===== config.mk =====
export PLATFORM = sky130hd
export DESIGN_NAME = pcie_usp_cq_reg_completer
export DESIGN_NICKNAME = d
export VERILOG_FILES = /design/src/rtl/pcie_usp_cq_reg_completer.sv
export SDC_FILE = /design/constraint.sdc
export NUM_CORES = 1
export LEC_CHECK = 0
export BUFFER_PORTS_ARGS = -buffer_cell sky130_fd_sc_hd__buf_2
export CAP_MARGIN = 15
export CORE_AREA = 2 2 186 279
export DETAILED_ROUTE_END_ITERATION = 10
export DIE_AREA = 0 0 188 281
export GPL_ROUTABILITY_DRIVEN = 0
export HOLD_SLACK_MARGIN = 0.08
export PLACE_DENSITY = 0.8
export SYNTH_ARGS = -nofsm -noshare
export SYNTH_HDL_FRONTEND = slang
export SYNTH_SLANG_ARGS = --single-unit

===== constraint.sdc =====
create_clock -name user_clk -period 21.5 [get_ports user_clk]
set_clock_uncertainty 0.2 [all_clocks]
set_input_delay 3.225 -clock user_clk [delete_from_list [all_inputs] [get_ports user_clk]]
set_output_delay 3.225 -clock user_clk [all_outputs]
set_load 0.01 [all_outputs]

===== src/rtl/pcie_usp_cq_reg_completer.sv =====
// Register completer for the PCIe UltraScale+ CQ/CC AXI-Stream pair: a 16 x 32-bit register
// file written by single-dword memory writes and returned by two-beat memory-read completions.
module pcie_usp_cq_reg_completer #(
  parameter int unsigned DATA_WIDTH    = 64,
  parameter int unsigned KEEP_WIDTH    = DATA_WIDTH / 32,
  parameter int unsigned CQ_USER_WIDTH = 88,
  parameter int unsigned CC_USER_WIDTH = 33
) (
  input  logic                     user_clk,
  input  logic                     user_reset,
  input  logic [DATA_WIDTH-1:0]    s_axis_cq_tdata,
  input  logic [KEEP_WIDTH-1:0]    s_axis_cq_tkeep,
  input  logic                     s_axis_cq_tlast,
  input  logic [CQ_USER_WIDTH-1:0] s_axis_cq_tuser,
  input  logic                     s_axis_cq_tvalid,
  output logic                     s_axis_cq_tready,
  output logic [DATA_WIDTH-1:0]    m_axis_cc_tdata,
  output logic [KEEP_WIDTH-1:0]    m_axis_cc_tkeep,
  output logic                     m_axis_cc_tlast,
  output logic [CC_USER_WIDTH-1:0] m_axis_cc_tuser,
  output logic                     m_axis_cc_tvalid,
  input  logic [3:0]               m_axis_cc_tready,
  output logic [1:0]               pcie_cq_np_req,
  output logic [31:0]              ctrl_reg
);

  localparam int unsigned NUM_REGS = 16;

  typedef enum logic [2:0] {
    S_IDLE, S_HDR1, S_WR_DATA, S_DROP, S_CPL0, S_CPL1
  } state_e;

  state_e      state_q, state_d;
  logic [31:0] regs_q [NUM_REGS];
  logic [4:0]  addr_q;
  logic [3:0]  first_be_q;
  logic [15:0] req_id_q;
  logic [7:0]  tag_q;
  logic [2:0]  tc_q;
  logic [2:0]  attr_q;
  logic        ur_q;
  logic [31:0] rd_data_q;

  logic [10:0] hdr_dw_c;
  logic [3:0]  hdr_type_c;
  logic        cq_ready_c;
  logic        cc_valid_c;
  logic        cq_hs_c;
  logic        cc_hs_c;
  logic [DATA_WIDTH-1:0] cc_beat0_c;
  logic [DATA_WIDTH-1:0] cc_beat1_c;
  logic        unused_inputs_c;

  assign hdr_dw_c   = s_axis_cq_tdata[10:0];
  assign hdr_type_c = s_axis_cq_tdata[14:11];
  assign cq_hs_c    = s_axis_cq_tvalid & cq_ready_c;
  assign cc_hs_c    = cc_valid_c & m_axis_cc_tready[0];
  assign ctrl_reg   = regs_q[0];
  assign unused_inputs_c = ^{s_axis_cq_tdata, s_axis_cq_tkeep, s_axis_cq_tuser, m_axis_cc_tready};

  always_ff @(posedge user_clk or posedge user_reset) begin
    if (user_reset) state_q <= S_IDLE;
    else            state_q <= state_d;
  end

  always_comb begin
    state_d = state_q;
    case (state_q)
      S_IDLE:    if (cq_hs_c) state_d = S_HDR1;
      S_HDR1: begin
        if (cq_hs_c) begin
          if (hdr_type_c == 4'b0001 && hdr_dw_c == 11'd1) state_d = S_WR_DATA;
          else if (hdr_type_c == 4'b0000) state_d = s_axis_cq_tlast ? S_CPL0 : S_DROP;
          else                            state_d = s_axis_cq_tlast ? S_IDLE : S_DROP;
        end
      end
      S_WR_DATA: if (cq_hs_c) state_d = S_IDLE;
      S_DROP:    if (cq_hs_c && s_axis_cq_tlast) state_d = S_IDLE;
      S_CPL0:    if (cc_hs_c) state_d = S_CPL1;
      S_CPL1:    if (cc_hs_c) state_d = S_IDLE;
      default:   state_d = S_IDLE;
    endcase
  end

  // Completion descriptor and payload, built from the captured request fields.
  always_comb begin
    cc_beat0_c         = '0;
    cc_beat0_c[6:0]    = {addr_q, 2'b00};
    cc_beat0_c[28:16]  = 13'd4;
    cc_beat0_c[42:32]  = ur_q ? 11'd0 : 11'd1;
    cc_beat0_c[45:43]  = ur_q ? 3'b001 : 3'b000;
    cc_beat0_c[63:48]  = req_id_q;
    cc_beat1_c         = '0;
    cc_beat1_c[7:0]    = tag_q;
    cc_beat1_c[27:25]  = tc_q;
    cc_beat1_c[30:28]  = attr_q;
    cc_beat1_c[63:32]  = rd_data_q;
  end

  // Reset forces every handshake output low, not just the state.
  always_comb begin
    cq_ready_c       = 1'b0;
    cc_valid_c       = 1'b0;
    m_axis_cc_tdata  = '0;
    m_axis_cc_tlast  = 1'b0;
    m_axis_cc_tuser  = '0;
    pcie_cq_np_req   = 2'b00;
    if (!user_reset) begin
      pcie_cq_np_req = 2'b01;
      case (state_q)
        S_IDLE, S_HDR1, S_WR_DATA, S_DROP: cq_ready_c = 1'b1;
        S_CPL0: begin
          cc_valid_c      = 1'b1;
          m_axis_cc_tdata = cc_beat0_c;
        end
        S_CPL1: begin
          cc_valid_c      = 1'b1;
          m_axis_cc_tdata = cc_beat1_c;
          m_axis_cc_tlast = 1'b1;
        end
        default: cq_ready_c = 1'b0;
      endcase
    end
    s_axis_cq_tready = cq_ready_c;
    m_axis_cc_tvalid = cc_valid_c;
    m_axis_cc_tkeep  = cc_valid_c ? {KEEP_WIDTH{1'b1}} : {KEEP_WIDTH{1'b0}};
  end

  // Request capture and byte-enabled register writes.
  always_ff @(posedge user_clk or posedge user_reset) begin
    if (user_reset) begin
      for (int i = 0; i < NUM_REGS; i++) regs_q[i] <= '0;
      addr_q     <= '0;
      first_be_q <= '0;
      req_id_q   <= '0;
      tag_q      <= '0;
      tc_q       <= '0;
      attr_q     <= '0;
      ur_q       <= 1'b0;
      rd_data_q  <= '0;
    end else begin
      if (state_q == S_IDLE && cq_hs_c) begin
        addr_q     <= s_axis_cq_tdata[6:2];
        first_be_q <= s_axis_cq_tuser[3:0];
      end
      if (state_q == S_HDR1 && cq_hs_c) begin
        req_id_q  <= s_axis_cq_tdata[31:16];
        tag_q     <= s_axis_cq_tdata[39:32];
        tc_q      <= s_axis_cq_tdata[59:57];
        attr_q    <= s_axis_cq_tdata[62:60];
        ur_q      <= (hdr_dw_c != 11'd1);
        rd_data_q <= (hdr_dw_c == 11'd1) ? regs_q[addr_q[3:0]] : 32'd0;
      end
      if (state_q == S_WR_DATA && cq_hs_c) begin
        for (int b = 0; b < 4; b++) begin
          if (first_be_q[b]) regs_q[addr_q[3:0]][8*b +: 8] <= s_axis_cq_tdata[8*b +: 8];
        end
      end
    end
  end

endmodule


Word-level counts from Yosys, hierarchy flattened
Cells that the tools add are included.

Register bits after elaboration: 587. Input bits: 162. Output and inout port bits: 136.

Magnitude comparators: 2. Eq/ne operators: 14. Multiplexer cells: 46. Bitwise gates (word level): 3. Reduce and logical (&&, ||, !) cells: 11.

Operators with widths (number): $mux W512 (7); $bwmux W512 (4); $demux W32 S4 (4); $bmux W32 S4 (1); $mux W32 (4); $pmux W64 S2 (1); $mux W64 (1); $mux W3 (9); $mux W24 (1); $pmux W3 S6 (1); $mux W16 (1); $ne A2 B2 Y1 const B (6); $eq A11 B1 Y1 const B (1); $ne A11 B1 Y1 const B (1); $mux W1 (9); $mux W8 (1); $eq A3 B2 Y1 const B (2); $eq A3 B3 Y1 const B (2); $logic_and A1 B1 Y1 (6); $reduce_and A6 Y1 (1); $ge A5 B5 Y1 const B (1); $lt A5 B1 Y1 const B (1); $not A4 Y5 (1); $eq A4 B1 Y1 const B (1); other kinds (7) (9).

Logic depth before layout (Yosys ltp)
Depth after elaboration: 16. Depth in mapped cells: 9.

Worst setup path before layout
Ideal clock, no wire load.

Kind: input to output. Start point: input port user_reset. End point: output port pcie_cq_np_req[0]. Arrival time: 15323 ps. Data required time: 18075 ps. Path slack: 2752 ps. Stages: 1. Path buffers: 0. Path through: inv_1.

Word-level cells in the longest chain between the ends: 1.

Ends and longest elaborated chain: start, declared (line 10) `input logic user_reset,`; $mux W1 (line 108) `if (!user_reset) begin`; end, declared (line 23) `output logic [1:0] pcie_cq_np_req,`.

No other way between the ends.

Worst setup path in the final report
Start point: input port user_reset. End point: output port m_axis_cc_tdata[35].

Word-level cells in the longest chain between the ends: 1.

Ends and longest elaborated chain: $mux W64 (line 108); end, declared (line 17) `output logic [DATA_WIDTH-1:0] m_axis_cc_tdata,`.

No other way between the ends.

==> load_flow_metrics.sql <==
INSERT INTO impl_metrics (metric_group, metric, value, unit) VALUES
('cts', 'clk_tree_root_cell', 'sky130_fd_sc_hd__clkbuf_16', ''),
('power', 'cellLeakagePower', '14.9', 'nW'),
('detailed_routing', 'route.final.wire_length', '63.3', 'mm'),
('detailed_routing', 'dr.first_iter.drc_count', '1031', ''),
('placement', 'port_buffer_count', '139', ''),
('synthesis', 'synthArstFlopShare', '100', '%'),
('critical_path', 'timing.critical_path.fanout_max', '24', ''),
('critical_path', 'reg2reg_from', 'addr_q[0]', ''),
('floorplan', 'design.die.area', '52800', 'µm²'),
('synthesis', 'synth_seq_cells', '587', ''),
('synthesis', 'post_synth.cell_area_avg', '15.0', 'µm²'),
('detailed_routing', 'viasPerCell', '6.06', ''),
('detailed_routing', 'antenna_left', '0', ''),
('cts', 'tritoncts.num_buffers', '54', ''),
('synthesis', 'synth.area.top_cells', 'sky130_fd_sc_hd__dfrtp_1, sky130_fd_sc_hd__mux2_2, sky130_fd_sc_hd__mux4_2', ''),
('critical_path', 'arrival', '4.93', 'ns'),
('synthesis', 'synth_top_family_by_area', 'multiplexers', ''),
('synthesis', 'synth.yosys.warnings', '0', ''),
('cts', 'cts-hold-fix-buffers', '0', ''),
('sta', 'timing.fmax', '120', 'MHz'),
('grt', 'globalRouteTotalUtil', '24.3', '%'),
('synthesis', 'synth_cell_types', '45', ''),
('grt', 'wire_length_of_the_first_global_routing_pass', '99.0', 'mm'),
('sta', 'worst_margin_pin_slew', '1.20', 'ns'),
('detailed_routing', 'detail_route.drc_violations', '0', ''),
('cts', 'post-cts-setup-buffers', '0', ''),
('synthesis', 'synth_fa_ha_area_share', '0', '%'),
('sta', 'rsz0062_at_grt', 'false', ''),
('finish', 'synthToLayoutAreaGrowth', '9.60', '%'),
('finish', 'insertedDiodeCount', '0', ''),
('placement', 'placed_area', '28200', 'µm²'),
('critical_path', 'path_class', 'in2out', ''),
('cts', 'clock_path_buffers', '3', ''),
('power', 'power_per_cell_area', '99.0', 'nW/µm²'),
('sta', 'post-route-period-util', '38.9', '%'),
('power', 'max-vdd-ir-drop', '0.0763', 'mV'),
('finish', 'nNetsFinal', '2066', ''),
('sta', 'setup_tns', '0', 'ns'),
('floorplan', 'chip_height', '281', 'µm'),
('detailed_routing', 'num_vias', '15900', ''),
('synthesis', 'synth-seq-area-share', '53.5', '%'),
('cts', 'clock_pin_slew_on_the_worst_setup_and_hold_paths', '0.06', 'ns'),
('synthesis', 'synth-xor-area-share', '0', '%'),
('worst_hold_path', 'worst_min_delay_path_class', 'reg2reg', ''),
('cts', 'clock_tree.htree_level_count', '2', ''),
('sta', 'setup-violations-final', '0', ''),
('finish', 'largest_register_ffs', '480', ''),
('status', 'status', 'finished clean', ''),
('critical_path', 'startpoint_type', 'input pin', ''),
('synthesis', 'synth-compound-area-share', '2.36', '%'),
('grt', 'antenna_violations_before_repair', '1', ''),
('synthesis', 'synth.top_cell.area_share', '53.5', '%'),
('floorplan', 'design.core.area', '50400', 'µm²'),
('sta', 'timing_max_transition_violations_final', '0', ''),
('synthesis', 'synth_flop_cell', 'sky130_fd_sc_hd__dfrtp_1', ''),
('critical_path', 'setup.worst_path.end_class', 'output port', ''),
('grt', 'vias_in_the_first_global_route', '17200', ''),
('synthesis', 'number_of_synthesized_flops_with_an_enable_pin', '0', ''),
('synthesis', 'syn-cell-area', '27400', 'µm²'),
('sta', 'hold_violations', '0', ''),
('cts', 'clock_sinks', '587', ''),
('detailed_routing', 'routed_wire_length_per_instance', '24.2', 'µm'),
('floorplan', 'die_w', '188', 'µm'),
('worst_hold_path', 'hold_path_startpoint', 'rd_data_q[31]', ''),
('sta', 'post-route-min-period', '8.36', 'ns'),
('sta', 'max-slew-margin-rel', '19.6', '%'),
('floorplan', 'placement_rows', '101', ''),
('finish', 'final_layout_size_suffix_gt1_share', '50.8', '%'),
('finish', 'final_area', '30100', 'µm²'),
('grt', 'total_overflow_reported_by_the_global_router', '0', ''),
('cts', 'clock_tree_from_tritoncts', 'built', '');
per-layer routing:
metal / vias to the layer above / track usage (%) / part of all wire, %
met5: - / 0 / 0.017
met2: 510 / 43.0 / 52
li1: 6738 / - / -
met1: 8471 / 30.4 / 39
met3: 133 / 3.20 / 5.0
met4: 2 / 9.41 / 3.4
synth_stat cells, types with 2 or more instances:
cell                       count
sky130_fd_sc_hd__a21boi_0     32
sky130_fd_sc_hd__buf_2        25
sky130_fd_sc_hd__mux2_2      567
sky130_fd_sc_hd__dfrtp_1     587
sky130_fd_sc_hd__nand2_2      35
sky130_fd_sc_hd__buf_1        11
sky130_fd_sc_hd__or4b_1        2
sky130_fd_sc_hd__a21oi_1       3
sky130_fd_sc_hd__nand2_1      38
sky130_fd_sc_hd__o21ai_0       2
sky130_fd_sc_hd__nand2b_1      7
sky130_fd_sc_hd__nand3_1       2
sky130_fd_sc_hd__inv_1         7
sky130_fd_sc_hd__clkbuf_1     68
sky130_fd_sc_hd__mux2_1       17
sky130_fd_sc_hd__and2_1       24
sky130_fd_sc_hd__a31oi_1      32
sky130_fd_sc_hd__nor3_1        6
sky130_fd_sc_hd__o21ai_1      30
sky130_fd_sc_hd__buf_4        89
sky130_fd_sc_hd__mux2i_1      56
sky130_fd_sc_hd__nor3_4        4
sky130_fd_sc_hd__mux4_2      126
sky130_fd_sc_hd__nor2_1       41
sky130_fd_sc_hd__nor2b_1       4
where the power goes:
group	total, W	switching [W]	internal [W]
clock network	0.000980	0.000415	0.000565
registers	0.00138	0.000147	0.00124
logic	0.000611	0.000307	0.000304
total	0.00298	0.000868	0.00211
path summary, 6_finish.rpt:
check,to,cells past startpoint,slack (ns)
worst max-delay path,m_axis_cc_tdata[35],5,13.14
worst min-delay path,rd_data_q[31],2,0.28
worst min register to register,rd_data_q[31],2,0.28
worst max register to register,regs_q[276],5,17.11
min in group asynchronous,state_q[1],2,2.57
max in group asynchronous,regs_q[282],5,16.51
logic make-up after synthesis:
| kind of cell | count (synthesis) |
|---|---|
| other | 1 |
| and+or+nand+nor | 177 |
| muxes | 766 |
| DFF | 587 |
| AOI/OAI and AO/OA | 103 |
| buffers and inverters | 201 |
cell usage in the layout (no fill, tap or decap), types with 3 or more instances in the layout:
cell type	netlist	final
sky130_fd_sc_hd__a21boi_0	32	32
sky130_fd_sc_hd__a21oi_1	3	3
sky130_fd_sc_hd__a31oi_1	32	32
sky130_fd_sc_hd__and2_1	24	24
sky130_fd_sc_hd__buf_2	25	139
sky130_fd_sc_hd__buf_4	89	16
sky130_fd_sc_hd__bufinv_16	0	4
sky130_fd_sc_hd__clkbuf_1	68	12
sky130_fd_sc_hd__clkbuf_16	0	54
sky130_fd_sc_hd__clkbuf_8	0	16
sky130_fd_sc_hd__clkinv_2	0	9
sky130_fd_sc_hd__conb_1	1	51
sky130_fd_sc_hd__dfrtp_1	587	583
sky130_fd_sc_hd__dfrtp_4	0	3
sky130_fd_sc_hd__inv_1	7	6
sky130_fd_sc_hd__mux2_1	17	17
sky130_fd_sc_hd__mux2_2	567	567
sky130_fd_sc_hd__mux2i_1	56	56
sky130_fd_sc_hd__mux4_2	126	126
sky130_fd_sc_hd__nand2_1	38	37
sky130_fd_sc_hd__nand2_2	35	36
sky130_fd_sc_hd__nand2b_1	7	7
sky130_fd_sc_hd__nor2_1	41	41
sky130_fd_sc_hd__nor2b_1	4	3
sky130_fd_sc_hd__nor3_1	6	6
sky130_fd_sc_hd__nor3_4	4	4
sky130_fd_sc_hd__o21ai_1	30	30
per-stage QoR:
step / power (W) / std cells / hold slack, ns / util [%] / setup slack [ns]
finish: 0.00298 / 2615 / 0.279 / 59.6 / 13.14
CTS: 0.00299 / 2614 / 0.281 / 59.6 / 13.18
global placement: 0.00199 / 2516 / 0.261 / 56.0 / 13.23
detailed placement: 0.00202 / 2516 / 0.268 / 56.0 / 13.19
global route: 0.00309 / 2615 / 0.301 / 59.6 / 13.06
floorplan: 0.00185 / 1885 / 0.249 / - / 1.55
area by class of cell:
class                           count  area (µm²)
Multi-Input combinational cell   1097       11800
Tap cell                          669         837
Timing Repair Buffer              157         863
Clock inverter                     16         199
Inverter                            7        33.8
Sequential cell                   587       14700
Fill cell                        3765       20400
Clock buffer                       82        1620
worst max-delay path, cell delays in order:
cell and delay [ns]:
sky130_fd_sc_hd__buf_2 0.18, sky130_fd_sc_hd__nor2_1 0.19, sky130_fd_sc_hd__and3_1 0.84, sky130_fd_sc_hd__and2_1 0.32, sky130_fd_sc_hd__buf_2 0.16
Power figures use the tool's default switching activity.
